File: src/rtl/csr.sv
// Control/status register block with ID, CTRL, STATUS, SCRATCH, IRQ_STATUS (W1C) and IRQ_MASK.
// Single-cycle CPU interface: every request is accepted and acknowledged on the following cycle.

package csr_pkg;
  localparam int CSR_MIN_ADDR_WIDTH = 5;
  localparam int CSR_DATA_WIDTH     = 32;

  typedef struct packed {
    logic [31:0] value;
  } csr__status__in_t;

  typedef struct packed {
    logic [7:0] hwset;
  } csr__irq_status__in_t;

  typedef struct packed {
    csr__status__in_t     status;
    csr__irq_status__in_t irq_status;
  } csr__in_t;

  typedef struct packed {
    logic [31:0] value;
  } csr__reg32__out_t;

  typedef struct packed {
    logic [7:0] value;
  } csr__reg8__out_t;

  typedef struct packed {
    csr__reg32__out_t ctrl;
    csr__reg32__out_t scratch;
    csr__reg8__out_t  irq_status;
    csr__reg8__out_t  irq_mask;
    logic             irq;
  } csr__out_t;
endpackage

module csr
  import csr_pkg::*;
(
  input  logic        clk,
  input  logic        rst,
  input  logic        s_cpuif_req,
  input  logic        s_cpuif_req_is_wr,
  input  logic [4:0]  s_cpuif_addr,
  input  logic [31:0] s_cpuif_wr_data,
  input  logic [31:0] s_cpuif_wr_biten,
  output logic        s_cpuif_req_stall_wr,
  output logic        s_cpuif_req_stall_rd,
  output logic        s_cpuif_rd_ack,
  output logic        s_cpuif_rd_err,
  output logic [31:0] s_cpuif_rd_data,
  output logic        s_cpuif_wr_ack,
  output logic        s_cpuif_wr_err,
  input  csr__in_t    hwif_in,
  output csr__out_t   hwif_out
);

  localparam logic [31:0] ID_VALUE = 32'h5747_0001;

  localparam logic [2:0] IDX_ID         = 3'd0;
  localparam logic [2:0] IDX_CTRL       = 3'd1;
  localparam logic [2:0] IDX_STATUS     = 3'd2;
  localparam logic [2:0] IDX_SCRATCH    = 3'd3;
  localparam logic [2:0] IDX_IRQ_STATUS = 3'd4;
  localparam logic [2:0] IDX_IRQ_MASK   = 3'd5;

  logic [31:0] ctrl_reg, ctrl_next;
  logic [31:0] scratch_reg, scratch_next;
  logic [7:0]  irq_status_reg, irq_status_next;
  logic [7:0]  irq_mask_reg, irq_mask_next;
  logic [31:0] rd_data_reg, rd_data_next;
  logic        rd_ack_reg, wr_ack_reg;

  logic [2:0]  reg_idx;
  logic        wr_en, rd_en;
  logic [31:0] wr_bits_set;
  logic [7:0]  w1c_clr;

  assign reg_idx     = s_cpuif_addr[4:2];
  assign wr_en       = s_cpuif_req & s_cpuif_req_is_wr;
  assign rd_en       = s_cpuif_req & ~s_cpuif_req_is_wr;
  assign wr_bits_set = s_cpuif_wr_data & s_cpuif_wr_biten;
  assign w1c_clr     = (wr_en && reg_idx == IDX_IRQ_STATUS) ? wr_bits_set[7:0] : 8'h00;

  always_comb begin
    ctrl_next     = ctrl_reg;
    scratch_next  = scratch_reg;
    irq_mask_next = irq_mask_reg;
    if (wr_en) begin
      case (reg_idx)
        IDX_CTRL:     ctrl_next     = (ctrl_reg & ~s_cpuif_wr_biten) | wr_bits_set;
        IDX_SCRATCH:  scratch_next  = (scratch_reg & ~s_cpuif_wr_biten) | wr_bits_set;
        IDX_IRQ_MASK: irq_mask_next = (irq_mask_reg & ~s_cpuif_wr_biten[7:0]) | wr_bits_set[7:0];
        default:      ;
      endcase
    end
  end

  // Hardware set takes priority over a software clear of the same bit.
  genvar gi;
  generate
    for (gi = 0; gi < 8; gi++) begin : g_irq_bit
      assign irq_status_next[gi] = hwif_in.irq_status.hwset[gi] |
                                   (irq_status_reg[gi] & ~w1c_clr[gi]);
    end
  endgenerate

  always_comb begin
    rd_data_next = 32'h0;
    if (rd_en) begin
      case (reg_idx)
        IDX_ID:         rd_data_next = ID_VALUE;
        IDX_CTRL:       rd_data_next = ctrl_reg;
        IDX_STATUS:     rd_data_next = hwif_in.status.value;
        IDX_SCRATCH:    rd_data_next = scratch_reg;
        IDX_IRQ_STATUS: rd_data_next = {24'h0, irq_status_reg};
        IDX_IRQ_MASK:   rd_data_next = {24'h0, irq_mask_reg};
        default:        rd_data_next = 32'h0;
      endcase
    end
  end

  always_ff @(posedge clk) begin
    if (rst) begin
      ctrl_reg       <= 32'h0;
      scratch_reg    <= 32'h0;
      irq_status_reg <= 8'h0;
      irq_mask_reg   <= 8'h0;
      rd_data_reg    <= 32'h0;
      rd_ack_reg     <= 1'b0;
      wr_ack_reg     <= 1'b0;
    end else begin
      ctrl_reg       <= ctrl_next;
      scratch_reg    <= scratch_next;
      irq_status_reg <= irq_status_next;
      irq_mask_reg   <= irq_mask_next;
      rd_data_reg    <= rd_data_next;
      rd_ack_reg     <= rd_en;
      wr_ack_reg     <= wr_en;
    end
  end

  assign s_cpuif_req_stall_wr = 1'b0;
  assign s_cpuif_req_stall_rd = 1'b0;
  assign s_cpuif_rd_err       = 1'b0;
  assign s_cpuif_wr_err       = 1'b0;
  assign s_cpuif_rd_ack       = rd_ack_reg;
  assign s_cpuif_rd_data      = rd_data_reg;
  assign s_cpuif_wr_ack       = wr_ack_reg;

  assign hwif_out.ctrl.value       = ctrl_reg;
  assign hwif_out.scratch.value    = scratch_reg;
  assign hwif_out.irq_status.value = irq_status_reg;
  assign hwif_out.irq_mask.value   = irq_mask_reg;
  assign hwif_out.irq              = |(irq_status_reg & irq_mask_reg);

endmodule

File: config.mk
export PLATFORM = sky130hd
export DESIGN_NAME = csr
export DESIGN_NICKNAME = d
export VERILOG_FILES = /design/src/rtl/csr.sv
export SDC_FILE = /design/constraint.sdc
export NUM_CORES = 1
export LEC_CHECK = 0
export CORE_MARGIN = 3
export CORE_UTILIZATION = 45
export DETAILED_ROUTE_END_ITERATION = 12
export PLACE_DENSITY = 0.86
export SYNTH_ARGS = -nofsm -noshare
export SYNTH_HDL_FRONTEND = slang
export SYNTH_SLANG_ARGS = --single-unit
File: constraint.sdc
create_clock -name clk -period 2.93 [get_ports clk]
set_input_delay 0.586 -clock clk [delete_from_list [all_inputs] [get_ports clk]]
set_output_delay 0.586 -clock clk [all_outputs]
set_load 0.01 [all_outputs]
==> flow_summary.yaml, run 1 <==
sta:
  finalHoldViolCount: 0
  tightest_slew_ns: 0.671
  fin_setup_tns_ns: 0
  clock_skew_ns: 0.00432
  period_share: 0.776
  setup_violations: 0
  whs_ns: 0.504
  slew_violations: 0
  post-route-min-period_ns: 2.27
  relSlewSlack: 0.553
  rsz0062_at_grt: "false"
  fmax_mhz: 440
die:
  die_w_um: 113
  rows: 38
  io_pins: 232
  die_y_um: 113
  die_area_um2: 12800
  start_util: 0.467
  core_um2: 11000
critical_path:
  cpMaxStageDelayCell: "clkdlybuf4s50_1"
  crit_required_ns: 2.34
  max_stage_delay_ns: 0.52
  cp-end-kind: "output pin"
  crit_path_start_kind: "register"
  crit_family: "buffers and inverters"
  worst_ep_arrival_time_ns: 1.69
  worstPathBufferInverterCount: 1
  critPathMaxFanout: 4
  cp.depth: 3
  crit_start: "irq_status_reg[0]"
  critPathKind: "register to output pin"
  crit_chain: "a22oi_1, nand4_1, clkdlybuf4s50_1"
  rr_worst_depth: 3
detailed_routing:
  vias_per_cell: 5.67
  first_pass_iters: 5
  drc: 0
  wl_mm: 17.6
  postRouteAntennaNets: 0
  drt_iter0_drc: 440
  vias: 5249
  wl_per_cell_um: 19.0
cts:
  clock_latency_ns: 0.40
  numCtsBuffers: 17
  htree_levels: 4
  hold_buffers: 0
  cts_buffer_depth: 2
  cts_root_buffer: "clkbuf_16"
  cts_resized: 0
  cts_sinks: 114
  cts_setup_buffers: 0
  clk_pin_slew_worst_paths_ns: 0.05
  cts_tree: "yes"
power:
  seqPwrFrac: 0.398
  swShare: 0.224
  switching_power_w: 0.000894
  leakage_nw: 3.24
  peakVddDrop_mv: 0.425
  powerDensity_nw_per_um2: 502
  p_int_w: 0.00311
  clockPowerShare: 0.493
  p_comb_frac: 0.108
yosys:
  ys_types: 32
  synth_top_family_by_area: "simple AND/OR/NAND/NOR gates"
  seq_area_frac_synth: 0.443
  synthCells: 563
  synth_top_area_share: 0.443
  yosys.area.top_type: "dfxtp_1"
  synth_mux_area_frac: 0.165
  synth_seq_cells: 114
  synth_compound_area_frac: 0.119
  syn_area_um2: 5150
  synth-warning-count: 0
  synth_xor_area_frac: 0
  synth.avg_cell_area_um2: 9.15
  yosys.area_share.adder: 0
  synth-simple-area-share: 0.206
  synthTopCellsByArea: "dfxtp_1, mux2i_1, nor2_1, nand3_1, nand4_1"
placement:
  gp_congestion: 0.943
  dpl_cell_area_um2: 7410
  io_buffer_count: 225
  hpwlAfterDp_mm: 12.5
cells_and_area:
  nets: 887
  final_area_um2: 7970
  drive_above_1_share: 0.0917
  utilization: 0.723
  syn_to_final_growth_pct: 54.7
  diodes: 0
global_routing:
  grt_max_degree: 67
  gr-total-overflow: 0
  track_usage: 0.273
  antenna_found_initial: 0
  grt_pass1_wl_mm: 27.6
  grt_pass1_vias: 5382
worst_hold_path:
  min_path_cells: 2
  hold_path_class: "register to register"
status:
  status: "complete, no violations"
job:
  timing.max_cap.violations: 0
-- power groups by stage --
stage / sequential (W) / clock, W / combinational, W
2_1_floorplan: 0.00163 / 0 / 0.000170
3_3_place_gp: 0.00162 / 0 / 0.000418
3_5_place_dp: 0.00162 / 0 / 0.000427
4_1_cts: 0.00159 / 0.00199 / 0.000430
5_1_grt: 0.00159 / 0.00207 / 0.000462
6_report: 0.00159 / 0.00197 / 0.000434
-- worst reg2reg max path, cell delays in order, from the launching register on --
cell     delay, ns
dfxtp_1       0.36
mux2i_1       0.15
o211a_1       0.23
nor3_1        0.20
-- cell usage after synthesis --
master,n
nand3_2,1
buf_2,17
and3b_1,2
buf_4,12
inv_1,9
a21oi_1,17
nor2_1,76
dfxtp_1,114
or3_1,1
nand3b_1,13
o21ai_2,8
nand3_1,42
a211oi_1,9
nand2_1,25
nor2b_1,6
a41oi_1,1
buf_6,6
conb_1,1
a22oi_1,19
nor3b_2,1
o21ai_1,12
o211a_1,7
o21bai_1,1
clkbuf_1,14
buf_1,3
a221oi_1,7
nor3_1,7
mux2_2,15
o21ai_0,8
nand4_1,33
nand2b_1,8
mux2i_1,68
-- layout by cell type (no fill, tap or decap), drive strengths merged, types with 17 or more instances in the layout --
cell type and n:
mux2i 68, a21oi 17, dfxtp 114, nand2 25
nand3 43, nand4 33, clkbuf 24, o21ai 28
clkdlybuf4s50 222, nor2 76, buf 19, a22oi 19
-- worst paths after layout --
check,endpoint,slack [ns]
setup / recovery,hwif_out[0],0.66
hold / removal,register,0.50
setup reg to reg,s_cpuif_rd_data[5],1.90
hold reg to reg,register,0.50
-- per-stage QoR --
| stage | std cells | total power (W) | worst slack (ns) |
|---|---|---|---|
| 6_report | 925 | 0.00400 | 0.657 |
| 3_3_place_gp | 895 | 0.00204 | 0.554 |
| 3_5_place_dp | 895 | 0.00205 | 0.474 |
| 2_1_floorplan | 566 | 0.00180 | 1.36 |
| 5_1_grt | 925 | 0.00412 | 0.626 |
| 4_1_cts | 925 | 0.00402 | 0.659 |
-- logic make-up (layout without fill, tap and decap cells) --
group / after synthesis / after routing
DFF: 114 / 114
muxes: 83 / 83
AOI/OAI and AO/OA: 89 / 89
buffers and inverters: 61 / 280
other: 1 / 4
and+or+nand+nor: 215 / 215
-- final cells by class --
class / instances / area (um^2)
flip-flops and latches: 114 / 2280
fillers: 799 / 3060
repair buffers: 241 / 2370
clock buffers: 24 / 482
clock inverters: 6 / 80.1
inverters: 9 / 33.8
well taps: 140 / 175
multi-input cells: 391 / 2550
-- per-layer routing --
layer	share of wire	routed length (um)	up-vias	global-route usage
met5	0	0	-	0
met4	0.029	505	0	0.120
met3	0.092	1620	40	0.0920
met2	0.51	8890	279	0.466
met1	0.37	6590	2498	0.310
li1	-	-	2432	-
(Power assumes the default switching activity.)
==> run 2: changes to the inputs <==
- CORE_UTILIZATION: 45 -> 42
- PLACE_DENSITY: 0.86 -> 0.81
- clock period: 2.93 -> 2.2 ns (I/O delays scaled with it)
==> run 2 against run 1 <==
Effect of this change:
- sequential share of layout area shrank 0.37 points
- register-to-register slack worse by 0.76 ns
- sequential power up 33%
- sequential cell count did not move
- worst hold slack got worse by 0.20 ns
- wire length grew 0.43%
- critical endpoint unchanged
- core utilization decreased by 3.3 points
- final area grew 1.3%
- clock power is 36% higher
- combinational power grew 37%
- largest cell class unchanged
- total power grew 35%
- cell count increased by 0.86%
==> flow_summary.yaml, run 2 (same netlist as run 1, synthesis figures left out) <==
power:
  peakVddDrop_mv: 0.480
  powerDensity_nw_per_um2: 668
  leakage_nw: 3.29
  p_total_w: 0.00540
critical_path:
  critPathKind: "register to output pin"
  r2r_slack_ns: 1.14
  critPathMaxFanout: 4
  cp.depth: 3
  crit_path_end: "hwif_out[0]"
  crit_chain: "a22oi_1, nand4_1, clkdlybuf4s50_1"
  max_stage_delay_ns: 0.53
  worst_ep_arrival_time_ns: 1.59
  crit_path_start_kind: "register"
  cp-end-kind: "output pin"
  rr_worst_depth: 3
  crit_family: "buffers and inverters"
  rr_endpoint: "s_cpuif_rd_data[27]"
  cpMaxStageDelayCell: "clkdlybuf4s50_1"
  worstPathBufferInverterCount: 1
  crit_required_ns: 1.76
cells_and_area:
  utilization: 0.690
  drive_above_1_share: 0.0975
  mostFrequentLayoutCell: "clkdlybuf4s50_1"
  diodes: 0
  nets: 890
  syn_to_final_growth_pct: 56.8
  final_cell_mix: "clkdlybuf4s50_1, dfxtp_1, nor2_1"
  stdcell_count: 933
cts:
  cts_resized: 0
  cts_sinks: 114
  hold_buffers: 0
  cts_setup_buffers: 0
  cts_root_buffer: "clkbuf_16"
  cts_buffer_depth: 2
  numCtsBuffers: 17
  clock_latency_ns: 0.41
  cts_tree: "yes"
  htree_levels: 4
  clk_pin_slew_worst_paths_ns: 0.05
sta:
  finalWorstSetupSlack_ns: 0.166
  slew_violations: 0
  rsz0062_at_grt: "false"
  tightest_slew_ns: 0.516
  fin_setup_tns_ns: 0
  fmax_mhz: 492
  finalHoldViolCount: 0
  post-route-min-period_ns: 2.03
  clock_skew_ns: 0.00639
  period_share: 0.925
  setup_violations: 0
  relSlewSlack: 0.656
global_routing:
  grt_pass1_wl_mm: 27.1
  grt_max_degree: 88
  track_usage: 0.258
  antenna_found_initial: 0
  grt_pass1_vias: 5423
  gr-total-overflow: 0
placement:
  gp_congestion: 0.877
  io_buffer_count: 225
  dpl_worst_slack_ns: 0.0998
  hpwlAfterDp_mm: 12.4
  placed_cells: 901
die:
  die_area_um2: 13600
  core_um2: 11700
  die_y_um: 117
  start_util: 0.440
  rows: 39
  die_w_um: 117
  io_pins: 232
worst_hold_path:
  hold_path_class: "input port to register"
  hp-start: "rst"
job:
  timing.max_cap.violations: 0
detailed_routing:
  drt_iter0_drc: 366
  wl_mm: 17.7
  drc: 0
  vias: 5304
  first_pass_iters: 5
  vias_per_cell: 5.68
  wl_per_cell_um: 19.0
  postRouteAntennaNets: 0
status:
  status: "complete, no violations"
[run 2: changes by cell type in the layout (fill, tap and decap cells not counted), sizes merged]
cell    before  now
bufinv       2    1
buf         19   22
clkinv       4    2
clkbuf      24   29
[run 2: worst min-delay path by stage]
stage               slack [ns]  cells past startpoint              to
floorplan                 0.51                      2        register
global placement          0.48                      2        register
detailed placement        0.49                      2        register
CTS                       0.29                      2  s_cpuif_rd_ack
global route              0.28                      2  s_cpuif_rd_ack
finish                    0.31                      2  s_cpuif_rd_ack
[run 2: layout make-up]
type | instances | area [um^2]
fillers | 865 | 3630
flip-flops and latches | 114 | 2280
clock buffers | 29 | 551
repair buffers | 244 | 2440
clock inverters | 3 | 40.0
multi-input cells | 391 | 2550
inverters | 9 | 33.8
well taps | 143 | 179
[run 2: where the power goes]
part / internal (W) / switching (W) / total [W]
clock network: 0.00179 / 0.000889 / 0.00268
logic: 0.000320 / 0.000276 / 0.000595
registers: 0.00210 / 0.0000242 / 0.00212
total: 0.00421 / 0.00119 / 0.00540
[run 2: per-layer routing]
layer	wire, um	global-route usage
met3	1950	0.123
met5	0	0
met4	484	0.110
met1	6760	0.280
met2	8490	0.431
[run 2: worst register-to-register path, stage by stage (launching register included)]
cell and delay, ns:
dfxtp_1 0.34, mux2_2 0.27, a22oi_1 0.25, nor2_1 0.07
[run 2: through the flow]
step                hold WS (ns)  instance area (um^2)
floorplan                  0.509                  5160
global placement           0.479                  7490
detailed placement         0.488                  7490
CTS                        0.291                  8080
global route               0.278                  8080
finish                     0.306                  8080
